<file path="config.mk">
export PLATFORM = sky130hd
export DESIGN_NAME = fetch_unit
export DESIGN_NICKNAME = d
export VERILOG_FILES = /design/src/rtl/fetch_unit_pkg.sv /design/src/rtl/fetch_unit_pc_counter.sv /design/src/rtl/fetch_unit.sv
export SDC_FILE = /design/constraint.sdc
export NUM_CORES = 1
export LEC_CHECK = 0
export ABC_CLOCK_PERIOD_IN_PS = 3300
export CAP_MARGIN = 20
export CORE_UTILIZATION = 46
export CTS_CLUSTER_DIAMETER = 60
export DETAILED_ROUTE_END_ITERATION = 10
export PLACE_DENSITY = 0.81
export SKIP_LAST_GASP = 1
export SYNTH_ARGS = -nofsm -noshare
export SYNTH_HDL_FRONTEND = slang
export SYNTH_SLANG_ARGS = --single-unit
</file>
<file path="constraint.sdc">
create_clock -name clk2 -period 3.3 [get_ports clk2]
set_clock_uncertainty 0.15 [all_clocks]
set_input_delay 0.495 -clock clk2 [delete_from_list [all_inputs] [get_ports clk2]]
set_output_delay 0.495 -clock clk2 [all_outputs]
set_load 0.02 [all_outputs]
</file>
<file path="src/rtl/fetch_unit_pkg.sv">
// fetch_unit_pkg: shared run-control state encoding and default widths for the fetch stage
package fetch_unit_pkg;
  localparam int PC_W_DEF = 12;
  localparam int ROM_W_DEF = 8;
  typedef enum logic [1:0] {
    ST_RUN  = 2'd0,
    ST_HALT = 2'd1,
    ST_STEP = 2'd2
  } state_t;
endpackage

</file>
<file path="src/rtl/fetch_unit_pc_counter.sv">
// pc_counter: program counter register with load, increment and hold, async reset
module pc_counter import fetch_unit_pkg::*; #(
  parameter int W = PC_W_DEF,
  parameter logic [W-1:0] RST = '0
) (
  input  logic         clk2,
  input  logic         reset2,
  input  logic         load,
  input  logic         inc,
  input  logic         hold,
  input  logic [W-1:0] d,
  output logic [W-1:0] q
);
  // hold freezes the count; load beats inc; increment wraps silently
  always_ff @(posedge clk2 or posedge reset2)
    if (reset2) q <= RST;
    else if (!hold) q <= load ? d : inc ? q + 1'b1 : q;
endmodule

</file>
<file path="src/rtl/fetch_unit.sv">
// fetch_unit: PC, instruction register and RUN/HALT/STEP run control gating the Phase enable
// Optional breakpoint comparator and bkpt_addr port are built when FETCH_BKPT_EN is defined.
module fetch_unit import fetch_unit_pkg::*; #(
  parameter int PC_W = PC_W_DEF,
  parameter int ROM_W = ROM_W_DEF,
  parameter logic [PC_W-1:0] RST_PC = '0
) (
  input  logic             clk2,
  input  logic             reset2,
  input  logic             phase,
  input  logic             inc_pc,
  input  logic             load_pc,
  input  logic [ROM_W-1:0] rom_data,
  input  logic             halt_req,
  input  logic             run_req,
  input  logic             step_req,
`ifdef FETCH_BKPT_EN
  input  logic [PC_W-1:0]  bkpt_addr,
`endif
  output logic [PC_W-1:0]  rom_addr,
  output logic [PC_W-1:0]  pc,
  output logic [3:0]       instr,
  output logic [3:0]       oprnd,
  output logic             phase_en,
  output logic             halted
);
  state_t state;
  logic [ROM_W-1:0] ir;
  logic halt_pend;
  logic frozen;
  logic [PC_W-1:0] target;
  assign frozen = state == ST_HALT;
  assign target = PC_W'({ir[3:0], rom_data});
  assign rom_addr = pc;
  assign instr = ir[ROM_W-1 -: 4];
  assign oprnd = ir[3:0];
  assign phase_en = !frozen;
  assign halted = frozen;
  pc_counter #(.W(PC_W), .RST(RST_PC)) u_pc (
    .clk2  (clk2),
    .reset2(reset2),
    .load  (load_pc),
    .inc   (inc_pc),
    .hold  (frozen),
    .d     (target),
    .q     (pc)
  );
`ifdef FETCH_BKPT_EN
  logic bkpt_hit;
  logic bkpt_skip;
  logic [PC_W-1:0] pc_next;
  assign pc_next = load_pc ? target : inc_pc ? pc + 1'b1 : pc;
`endif
  // instruction register captures the ROM byte on each unfrozen fetch edge
  always_ff @(posedge clk2 or posedge reset2)
    if (reset2) ir <= '0;
    else if (!phase && !frozen) ir <= rom_data;
  // run control: halts only at instruction boundaries (execute edges)
  always_ff @(posedge clk2 or posedge reset2)
    if (reset2) begin
      state <= ST_RUN;
      halt_pend <= 1'b0;
`ifdef FETCH_BKPT_EN
      bkpt_hit <= 1'b0;
      bkpt_skip <= 1'b0;
`endif
    end else begin
      case (state)
        ST_RUN: begin
          halt_pend <= (halt_req | halt_pend) & !phase;
          if (phase && (halt_req || halt_pend)) state <= ST_HALT;
`ifdef FETCH_BKPT_EN
          else if (phase && !bkpt_skip && pc_next == bkpt_addr) begin
            state <= ST_HALT;
            bkpt_hit <= 1'b1;
          end
          if (phase) bkpt_skip <= 1'b0;
`endif
        end
        ST_HALT: begin
          state <= run_req ? ST_RUN : step_req ? ST_STEP : ST_HALT;
`ifdef FETCH_BKPT_EN
          if (run_req || step_req) begin
            bkpt_hit <= 1'b0;
            bkpt_skip <= 1'b1;
          end
`endif
        end
        ST_STEP: begin
          if (phase) state <= ST_HALT;
`ifdef FETCH_BKPT_EN
          if (phase) bkpt_skip <= 1'b0;
`endif
        end
        default: state <= ST_RUN;
      endcase
    end
endmodule

</file>
==> impl_metrics.json <==
{
  "status": "completed",
  "fin_setup_tns_ns": 0,
  "drt-initial-drc-count": 28,
  "path_cells": "nand2b_2 > inv_1 > clkdlybuf4s50_1",
  "mostFrequentLayoutCell": "clkdlybuf4s50_1",
  "grt_util_all_layers_pct": 20.99,
  "internal_power_uw": 752.0,
  "drc": 0,
  "grt_pass1_wl_um": 4464,
  "start_kind": "flip-flop",
  "ant_nets": 0,
  "seqPwrFrac_pct": 36.8,
  "max_stage_delay_ns": 0.62,
  "r2r_slack_ns": 1.51,
  "grt_pass1_vias": 983,
  "clk_latency_ns": 0.32,
  "vias": 1127,
  "cts_hold_repair.buffers": 0,
  "fp.dieW_um": 54.70,
  "layout.nets": 188,
  "num_rows": 18,
  "worst_pin_slew_ns": 0.9413,
  "ctsResizeCount": 0,
  "rsz0062_at_grt": "false",
  "hold_path_startpoint": "ir[6]",
  "yosysUniqueCellTypes": 34,
  "critPathBufInv": 2,
  "r2r_end": "u_pc.q[11]",
  "gp_congestion": 0.7785,
  "path_delay_family": "buffers and inverters",
  "core_um2": 2545,
  "critPathRequiredTime_ns": 2.65,
  "p_total_uw": 1307,
  "syn_inst": 132,
  "fmax_mhz": 424.7,
  "portBuffers": 49,
  "cts_num_sinks": 23,
  "critPathCaptureType": "primary output",
  "die_h_um": 54.70,
  "hold_path_end": "ir[6]",
  "synth.cell_area_um2": 1277,
  "grt_overflow": 0,
  "peakVddDrop_mv": 0.5160,
  "post_cts_buffers": 0,
  "maxCapViolCount": 0,
  "period_share_pct": 71.34,
  "dpl_worst_slack_ns": 1.074,
  "fin_cells": 200,
  "finalMaxSlewViolations": 0,
  "area_delta_synth_final_pct": 35.06,
  "grt_antenna_before_repair": 0,
  "drive_above_1_share_pct": 11.18,
  "p_switching_uw": 554.9,
  "first_pass_iters": 4,
  "finalSetupViolCount": 0,
  "numCtsBuffers": 3,
  "startpoint": "state[1]",
  "htreeDepth": 1,
  "synth_fp_nets": 149,
  "clock_path_buffers": 2,
  "hold_path.class": "reg -> reg",
  "dp.cells": 196,
  "clkPwrFrac_pct": 10.3,
  "drt_wl_total_um": 2904,
  "cts_tree": "yes",
  "yosysWarningCount": 0,
  "synth-seq-cells": 23,
  "seq_area_frac_synth_pct": 45.05,
  "relSlewSlack_pct": 36.58,
  "dp_hpwl_um": 2165,
  "comb_power_share_pct": 52.8,
  "r2r_cells": 4,
  "wl_per_cell_um": 14.52,
  "powerDensity_nw_per_um2": 757.5,
  "final_cell_mix": "49 x clkdlybuf4s50_1, 23 x dfrtp_1, 15 x a21oi_1",
  "ios": 50,
  "clkTransAtPathRegs_ns": 0.14,
  "worst-path-max-fanout": 5,
  "diodes": 0,
  "root_buffer": "clkbuf_4",
  "initial_utilization_pct": 50.20,
  "worst_slack_ns": 0.9456,
  "r2r_start": "u_pc.q[3]",
  "hold_viol": 0,
  "viasPerCell": 5.635,
  "critPathSlowestCell": "clkdlybuf4s50_1",
  "die_area_um2": 2992,
  "syn_avg_cell_area_um2": 9.678,
  "min_period_ns": 2.354,
  "whs_path_depth": 1,
  "path_class": "reg -> out",
  "total_leakage_power_uw": 0.0006904,
  "switching_share_pct": 42.46,
  "grt_max_degree": 24,
  "worstPathArrival_ns": 1.71
}
[power groups by stage]
stage               clock [uW]  sequential, uW  combinational (uW)
CTS                        138             480                 697
floorplan                    0             565                 339
global placement             0             481                 682
finish                     135             481                 691
global route               145             498                 743
detailed placement           0             485                 694
[final cells by class]
cell class | count | area [um^2]
multi-input combinational | 86 | 556.8
fill | 220 | 819.5
clock inverter | 1 | 5.005
tap | 30 | 37.54
inverter | 6 | 22.52
clock buffer | 3 | 22.52
sequential | 23 | 575.6
timing repair buffer | 51 | 505.5
[per-stage QoR]
step           cell area [um^2]  utilization (%)  hold WS (ns)
2_1_floorplan              1277                -        0.3411
6_report                   1725            67.80        0.3770
3_5_place_dp               1698            66.72        0.3490
4_1_cts                    1725            67.80        0.3787
3_3_place_gp               1698            66.72        0.3386
5_1_grt                    1725            67.80        0.3956
[worst max path at each step]
stage / to / slack (ns) / cells past startpoint
floorplan: u_pc.q[6] / 1.56 / 5
global placement: u_pc.q[2] / 1.09 / 4
detailed placement: u_pc.q[2] / 1.07 / 4
CTS: halted / 0.94 / 3
global route: halted / 0.90 / 3
finish: halted / 0.95 / 3
[sequential cells by signal (all words and copies together), names as in the netlist]
| register | cells |
|---|---|
| ir | 8 |
| u_pc.q | 12 |
| halt_pend | 1 |
| state | 2 |
[synth_stat cells (all sizes together)]
library cell  count  area (um^2)
dfrtp            23        575.6
buf              16        118.9
a21oi            15        75.07
o21ai            13        65.06
nor2             12        47.55
mux2              8        90.09
inv               6        22.52
nand2             6        22.52
nor4              4        25.02
nand3             3        20.02
nor3              3        15.01
o31ai             3        22.52
a31oi             2        12.51
mux2i             2        20.02
o2bb2ai           2        17.52
or3               2        13.77
a211o             1        8.760
a2bb2oi           1        8.760
a32o              1        10.01
clkbuf            1        3.750
ha                1        12.51
nand2b            1        8.760
nand4             1        21.27
o211a             1        10.01
o21a              1        7.510
o22a              1        8.760
o22ai             1        6.260
or4               1        7.510
[logic make-up (layout without fill, tap and decap cells)]
group / Yosys count / in the layout / share of synthesized area, %
adder cells (fa/ha/maj): 1 / 1 / 0.9793
buffers and inverters: 23 / 61 / 11.36
AO/OA/AOI/OAI: 42 / 42 / 19.79
multiplexers: 10 / 10 / 8.619
flip-flops: 23 / 23 / 45.05
AND/OR/NAND/NOR: 33 / 33 / 14.20
[metal layers]
layer | wire [um] | track usage [%] | up-vias
li1 | - | - | 544
met3 | 173 | 3.333 | 2
met4 | 17 | 3.846 | 0
met1 | 1216 | 26.38 | 537
met5 | 0 | 0 | -
met2 | 1497 | 37.55 | 44
(Power assumes the default switching activity.)
